[config.mk]
export PLATFORM = sky130hd
export DESIGN_NAME = uart_tx_scheduler
export DESIGN_NICKNAME = d
export VERILOG_FILES = /design/src/rtl/uart_pkg.sv /design/src/rtl/uart_rr_arbiter.sv /design/src/rtl/uart_tx_scheduler.sv
export SDC_FILE = /design/constraint.sdc
export NUM_CORES = 1
export LEC_CHECK = 0
export ABC_CLOCK_PERIOD_IN_PS = 5100
export CAP_MARGIN = 0
export CELL_PAD_IN_SITES_DETAIL_PLACEMENT = 0
export CELL_PAD_IN_SITES_GLOBAL_PLACEMENT = 1
export CORE_MARGIN = 10
export CORE_UTILIZATION = 40
export CTS_BUF_LIST = sky130_fd_sc_hd__clkbuf_4
export DETAILED_ROUTE_END_ITERATION = 8
export DONT_BUFFER_PORTS = 1
export PLACE_DENSITY_LB_ADDON = 0.1
export SYNTH_ARGS = -nofsm -noshare
export SYNTH_HDL_FRONTEND = slang
export SYNTH_SLANG_ARGS = --single-unit
[constraint.sdc]
create_clock -name clk_1MHz -period 5.1 [get_ports clk_1MHz]
set_input_delay 0.765 -clock clk_1MHz [delete_from_list [all_inputs] [get_ports clk_1MHz]]
set_output_delay 0.765 -clock clk_1MHz [all_outputs]
set_load 0.1 [all_outputs]
[src/rtl/uart_pkg.sv]
// Purpose: shared UART subsystem definitions (state encodings, default clocking, frame shape).
// Latency: n/a (types and constants only).
// Backpressure: n/a.
// Contents: uart_state_t (ST_IDLE/ST_START/ST_DATA/ST_STOP), DEFAULT_BOARD_CLOCK,
//   DEFAULT_BAUD_RATE, FRAME_BITS, DATA_BITS, baud_period() helper.
package uart_pkg;

  typedef enum logic [1:0] {
    ST_IDLE  = 2'd0,
    ST_START = 2'd1,
    ST_DATA  = 2'd2,
    ST_STOP  = 2'd3
  } uart_state_t;

  localparam int DEFAULT_BOARD_CLOCK = 1_000_000;
  localparam int DEFAULT_BAUD_RATE   = 9600;

  // 8N1: start + 8 data + stop
  localparam int FRAME_BITS = 10;
  localparam int DATA_BITS  = 8;

  // Clock cycles per bit; truncating division matches the receive path.
  function automatic int baud_period(input int clk_hz, input int baud);
    return clk_hz / baud;
  endfunction

endpackage

[src/rtl/uart_rr_arbiter.sv]
// Purpose: round-robin pick of one request, searching upward from ptr with wrap.
// Latency: purely combinational, zero cycles.
// Backpressure: none; the caller qualifies the grant with its own ready condition.
// Ports: req (masked request vector), ptr (highest-priority index),
//   gnt (one-hot grant), gnt_idx (binary index of gnt), gnt_vld (any request present).
module uart_rr_arbiter #(
  parameter int NUM_REQ = 4,
  parameter int IDX_W   = $clog2(NUM_REQ)
) (
  input  logic [NUM_REQ-1:0] req,
  input  logic [IDX_W-1:0]   ptr,
  output logic [NUM_REQ-1:0] gnt,
  output logic [IDX_W-1:0]   gnt_idx,
  output logic               gnt_vld
);

  logic [IDX_W-1:0] cand;

  // Walk offsets from farthest to nearest so the last hit written is the
  // one closest to ptr; avoids a break and keeps the loop statically unrolled.
  always_comb begin
    gnt     = '0;
    gnt_idx = '0;
    gnt_vld = 1'b0;
    cand    = '0;
    for (int off = NUM_REQ - 1; off >= 0; off--) begin
      cand = IDX_W'((int'(ptr) + off) % NUM_REQ);
      if (req[cand]) begin
        gnt       = '0;
        gnt[cand] = 1'b1;
        gnt_idx   = cand;
        gnt_vld   = 1'b1;
      end
    end
  end

endmodule

[src/rtl/uart_tx_scheduler.sv]
// Purpose: shares one 8N1 txd line among NUM_REQ byte producers, round-robin per frame.
// Latency: start bit begins the cycle after the transfer; frames repeat every 10*BAUD_PERIOD+1 cycles.
// Backpressure: req_ready is one-hot and only asserted in ST_IDLE; everyone else waits.
// Ports: clk_1MHz, rst_n (async active-low), req_valid/req_data/req_last (per requester),
//   req_ready (one-hot grant), txd (idle high), busy (frame in flight), grant_id (current owner).
// Option: define UART_TX_SCHED_LOCK_EN to hold the grant on a requester until req_last.
module uart_tx_scheduler
  import uart_pkg::*;
#(
  parameter int  NUM_REQ     = 4,
  parameter int  BOARD_CLOCK = DEFAULT_BOARD_CLOCK,
  parameter int  BAUD_RATE   = DEFAULT_BAUD_RATE,
  localparam int IDX_W       = $clog2(NUM_REQ)
) (
  input  logic                 clk_1MHz,
  input  logic                 rst_n,
  input  logic [NUM_REQ-1:0]   req_valid,
  input  logic [8*NUM_REQ-1:0] req_data,
  input  logic [NUM_REQ-1:0]   req_last,
  output logic [NUM_REQ-1:0]   req_ready,
  output logic                 txd,
  output logic                 busy,
  output logic [IDX_W-1:0]     grant_id
);

  localparam int BAUD_PERIOD = baud_period(BOARD_CLOCK, BAUD_RATE);
  localparam int CNT_W       = $clog2(BAUD_PERIOD);
  localparam logic [CNT_W-1:0] BAUD_LAST = CNT_W'(BAUD_PERIOD - 1);
  localparam logic [2:0]       BIT_LAST  = 3'(DATA_BITS - 1);
  localparam logic [IDX_W-1:0] IDX_LAST  = IDX_W'(NUM_REQ - 1);

  uart_state_t state, state_nxt;

  logic [CNT_W-1:0]     baud_cnt;
  logic [2:0]           bit_cnt;
  logic [DATA_BITS-1:0] shreg;
  logic [IDX_W-1:0]     ptr;

  logic [NUM_REQ-1:0]   elig;
  logic [NUM_REQ-1:0]   arb_gnt;
  logic [IDX_W-1:0]     arb_idx;
  logic                 arb_vld;
  logic [7:0]           sel_byte;
  logic                 xfer;
  logic                 xfer_last;
  logic                 baud_done;

`ifdef UART_TX_SCHED_LOCK_EN
  logic             lock_vld;
  logic [IDX_W-1:0] lock_id;

  // While a packet is open only its owner may compete.
  always_comb begin
    elig = req_valid;
    if (lock_vld) begin
      elig = req_valid & ({{(NUM_REQ-1){1'b0}}, 1'b1} << lock_id);
    end
  end

  assign xfer_last = req_last[arb_idx];

  always_ff @(posedge clk_1MHz or negedge rst_n) begin
    if (!rst_n) begin
      lock_vld <= 1'b0;
      lock_id  <= '0;
    end else if (xfer) begin
      lock_vld <= !xfer_last;
      lock_id  <= arb_idx;
    end
  end
`else
  logic unused_last;
  assign unused_last = ^req_last;
  assign elig        = req_valid;
  assign xfer_last   = 1'b1;
`endif

  uart_rr_arbiter #(
    .NUM_REQ (NUM_REQ),
    .IDX_W   (IDX_W)
  ) u_arb (
    .req     (elig),
    .ptr     (ptr),
    .gnt     (arb_gnt),
    .gnt_idx (arb_idx),
    .gnt_vld (arb_vld)
  );

  // Byte mux on the arbiter index.
  always_comb begin
    sel_byte = '0;
    for (int i = 0; i < NUM_REQ; i++) begin
      if (arb_idx == IDX_W'(i)) begin
        sel_byte = req_data[8*i +: 8];
      end
    end
  end

  assign baud_done = (baud_cnt == BAUD_LAST);

  // Next-state and outputs. req_ready is gated by rst_n so it reads zero
  // throughout reset even if producers are already asserting valid.
  always_comb begin
    state_nxt = state;
    req_ready = '0;
    xfer      = 1'b0;
    txd       = 1'b1;
    busy      = 1'b1;
    unique case (state)
      ST_IDLE: begin
        busy = 1'b0;
        if (rst_n) begin
          req_ready = arb_gnt;
          xfer      = arb_vld;
        end
        if (xfer) state_nxt = ST_START;
      end
      ST_START: begin
        txd = 1'b0;
        if (baud_done) state_nxt = ST_DATA;
      end
      ST_DATA: begin
        txd = shreg[0];
        if (baud_done && bit_cnt == BIT_LAST) state_nxt = ST_STOP;
      end
      ST_STOP: begin
        if (baud_done) state_nxt = ST_IDLE;
      end
      default: state_nxt = ST_IDLE;
    endcase
  end

  always_ff @(posedge clk_1MHz or negedge rst_n) begin
    if (!rst_n) begin
      state <= ST_IDLE;
    end else begin
      state <= state_nxt;
    end
  end

  always_ff @(posedge clk_1MHz or negedge rst_n) begin
    if (!rst_n) begin
      baud_cnt <= '0;
      bit_cnt  <= '0;
      shreg    <= '0;
      grant_id <= '0;
      ptr      <= '0;
    end else begin
      // Bit timer restarts on every state change and at each bit boundary in ST_DATA.
      if (state_nxt != state || state == ST_IDLE || baud_done) begin
        baud_cnt <= '0;
      end else begin
        baud_cnt <= baud_cnt + 1'b1;
      end

      if (state != ST_DATA) begin
        bit_cnt <= '0;
      end else if (baud_done) begin
        bit_cnt <= bit_cnt + 1'b1;
      end

      if (xfer) begin
        shreg    <= sel_byte;
        grant_id <= arb_idx;
      end else if (state == ST_DATA && baud_done) begin
        shreg <= shreg >> 1;
      end

      // Pointer only moves when a packet closes (always, when locking is not built).
      if (xfer && xfer_last) begin
        ptr <= (arb_idx == IDX_LAST) ? '0 : arb_idx + 1'b1;
      end
    end
  end

endmodule

==> flow_metrics.tcl <==
set metrics [dict create \
    clock-sinks 24 \
    fmax_mhz 257 \
    die_w_microns 88.2 \
    antenna_cells 0 \
    clkTransAtPathRegs_ns 0.12 \
    synth.largest_area_cell "dfrtp_1" \
    cp_top_family "compound AO/OA/AOI/OAI gates" \
    power_switching_w 0.000660 \
    tns_ns 0 \
    cts-root-buf "clkbuf_4" \
    slew_headroom 0.194 \
    ys_top_cells_by_count "dfrtp_1 (24), nor2_1 (23), ha_1 (15), nand2_1 (15), inv_1 (13)" \
    path_cells "inv_1 -> ha_1 -> mux4_2 -> nor2b_1 -> o21ai_0 -> nand2_1 -> ha_1 -> nor2b_1 -> a221oi_1 -> o311a_1 -> a211oi_2" \
    ios 50 \
    met2_usage 0.199 \
    ys_types 43 \
    grt_usage 0.116 \
    crit_buf_inv 1 \
    yosysSeqAreaShare 0.323 \
    p_clk_frac 0.062 \
    tightestPinTransition_ns 1.21 \
    start_util 0.419 \
    synth_edf_count 0 \
    nFillCells 424 \
    p_seq_frac 0.320 \
    fin_ws_ns 1.21 \
    critPathMaxFanout 14 \
    die_h_microns 88.2 \
    critPathArrivalTime_ns 4.12 \
    async_flop_share 1.00 \
    antenna_found_initial 0 \
    path_class "reg -> reg" \
    p_per_area_nw_per_um2 626 \
    tritoncts "yes" \
    synth_nets 258 \
    peakVddDrop_v 0.000285 \
    drive_above_1_share 0.126 \
    h-tree-depth 1 \
    post-place-ws_ns 1.27 \
    row_count 24 \
    drv_slew 0 \
    avgSynthCellArea_sq_um 9.26 \
    drt_first_pass_iters 4 \
    crit_path_start "ptr[0]$_DFFE_PN0P_" \
    drtAntennaViolNets 0 \
    drt_wl_total_microns 4570 \
    outcome "completed" \
    hpwl_microns 3610 \
    end_kind "register" \
    synth_seq_cells 24 \
    ctsHoldBuffers 0 \
    numCtsBuffers 3 \
    finalCritPeriodShare 0.763 \
    swShare 0.516 \
    gp_congestion 0.783 \
    timing.rr.start "ptr[0]$_DFFE_PN0P_" \
    required_ns 5.33 \
    vias 1518 \
    min_period_ns 3.89 \
    final-setup-viol-count 0 \
    combPwrFrac 0.618 \
    yosysWarnings 0 \
    cts_setup_buffers 0 \
    drt_first_iter_violations 72 \
    drc 0 \
    hold_viol_final 0 \
    yosysMostFrequentCell "dfrtp_1" \
    grt_max_degree 28 \
    fin_skew_ns 0.00506 \
    maxCapViolCount 0 \
    viasPerCell 6.05 \
    clkLatencyLatePin_ns 0.30 \
    gr-total-overflow 0 \
    utilization 0.459 \
    grtUsageMet3 0.0322 \
    netlist_area_sq_um 1860 \
    synth_top_area_frac 0.323 \
    p_int_w 0.000619 \
    cts_buffer_depth 2 \
    hold_path.class "in -> async" \
    startpoint_type "register" \
    synth_area_leaders "dfrtp_1 (32%), ha_1 (10%), mux4_2 (6.0%)" \
    syn2layout_area_growth_pct 9.68 \
    grt.busiest_layer "met2" \
    slowest_stage "dfrtp_1" \
    grt_pass1_wl_microns 7420 \
    core-area_sq_um 4440 \
    io_buffers 0 \
    grt_pass1_vias 1553 \
    rsz0062_at_grt "no" \
    p_leak_nw 0.830 \
    final_nets 258 \
    die_area_sq_um 7780 \
    use_met1 0.139 \
    synthCells 201 \
    max_stage_delay_ns 0.69 \
    ys.flop_type "dfrtp_1" \
    cts-resized-gates 0 \
    wl_per_cell_microns 18.2 \
]
## placed cells by master (no fill, tap or decap), types with 5 or more instances in the layout
cell type and count:
nor3_1 6, nand2_1 15, inv_1 13, o21ai_0 5, nor2_1 23, a221oi_1 11
ha_1 15, mux4_2 5, o31ai_1 5, nor2b_1 6, o22ai_1 5, dfrtp_1 24
## power groups by stage
stage / clock network (W) / logic (W) / registers, W
detailed placement: 0 / 0.000786 / 0.000415
global route: 0.0000912 / 0.000892 / 0.000428
CTS: 0.0000855 / 0.000788 / 0.000412
finish: 0.0000795 / 0.000791 / 0.000409
floorplan: 0 / 0.000668 / 0.000375
global placement: 0 / 0.000757 / 0.000411
## metal layers
layer,part of all wire,up-vias
li1,-,747
met3,0.066,2
met4,0.0074,0
met5,0,-
met2,0.52,39
met1,0.40,730
## kinds of logic after synthesis
logic type      count (synthesis)  share of synthesized area
compound gates                 51                      0.222
flops                          24                      0.323
simple gates                   74                      0.194
mux                             8                     0.0766
fa+ha+maj                      15                      0.101
xor+xnor                        6                     0.0282
buf+inv                        23                     0.0558
## worst register-to-register path: stages (launching register included)
cell	delay (ns)
dfrtp_1	0.69
inv_1	0.29
ha_1	0.41
mux4_2	0.32
nor2b_1	0.07
o21ai_0	0.36
nand2_1	0.16
ha_1	0.34
nor2b_1	0.45
a221oi_1	0.17
o311a_1	0.35
a211oi_2	0.20
## state kept, by name, indices dropped and copies added (netlist names)
register	cells
shreg	8
baud_cnt	7
bit_cnt	3
grant_id	2
ptr	2
state	2
## stage by stage
stage	hold slack (ns)	std cells	instance area, sq um	total power [W]
finish	0.134	251	2040	0.00128
global route	0.104	251	2040	0.00141
CTS	0.118	251	2040	0.00129
detailed placement	0.451	248	2020	0.00120
global placement	0.440	248	2020	0.00117
floorplan	0.425	201	1860	0.00104
## cell type report
class                   instances  area [sq um]  share of cell area
clock buffers                   3          22.5              0.0110
inverters                      13          48.8              0.0239
multi-input cells             154          1190               0.581
flip-flops and latches         24           601               0.294
well taps                      52          65.1              0.0319
repair buffers                  5           118              0.0576
## path summary, 6_finish.rpt
| kind | to | slack [ns] | depth (start not counted) |
|---|---|---|---|
| setup / recovery | shreg[1]$_DFFE_PN0P_ | 1.21 | 11 |
| setup reg to reg | shreg[1]$_DFFE_PN0P_ | 1.21 | 11 |
| hold / removal | baud_cnt[3]$_DFF_PN0_ | 0.13 | 0 |
| max in group asynchronous | shreg[0]$_DFFE_PN0P_ | 4.89 | 0 |
| min in group clk_1MHz | baud_cnt[0]$_DFF_PN0_ | 0.46 | 1 |
| hold reg to reg | baud_cnt[0]$_DFF_PN0_ | 0.46 | 1 |
Power figures use the tool's default switching activity.
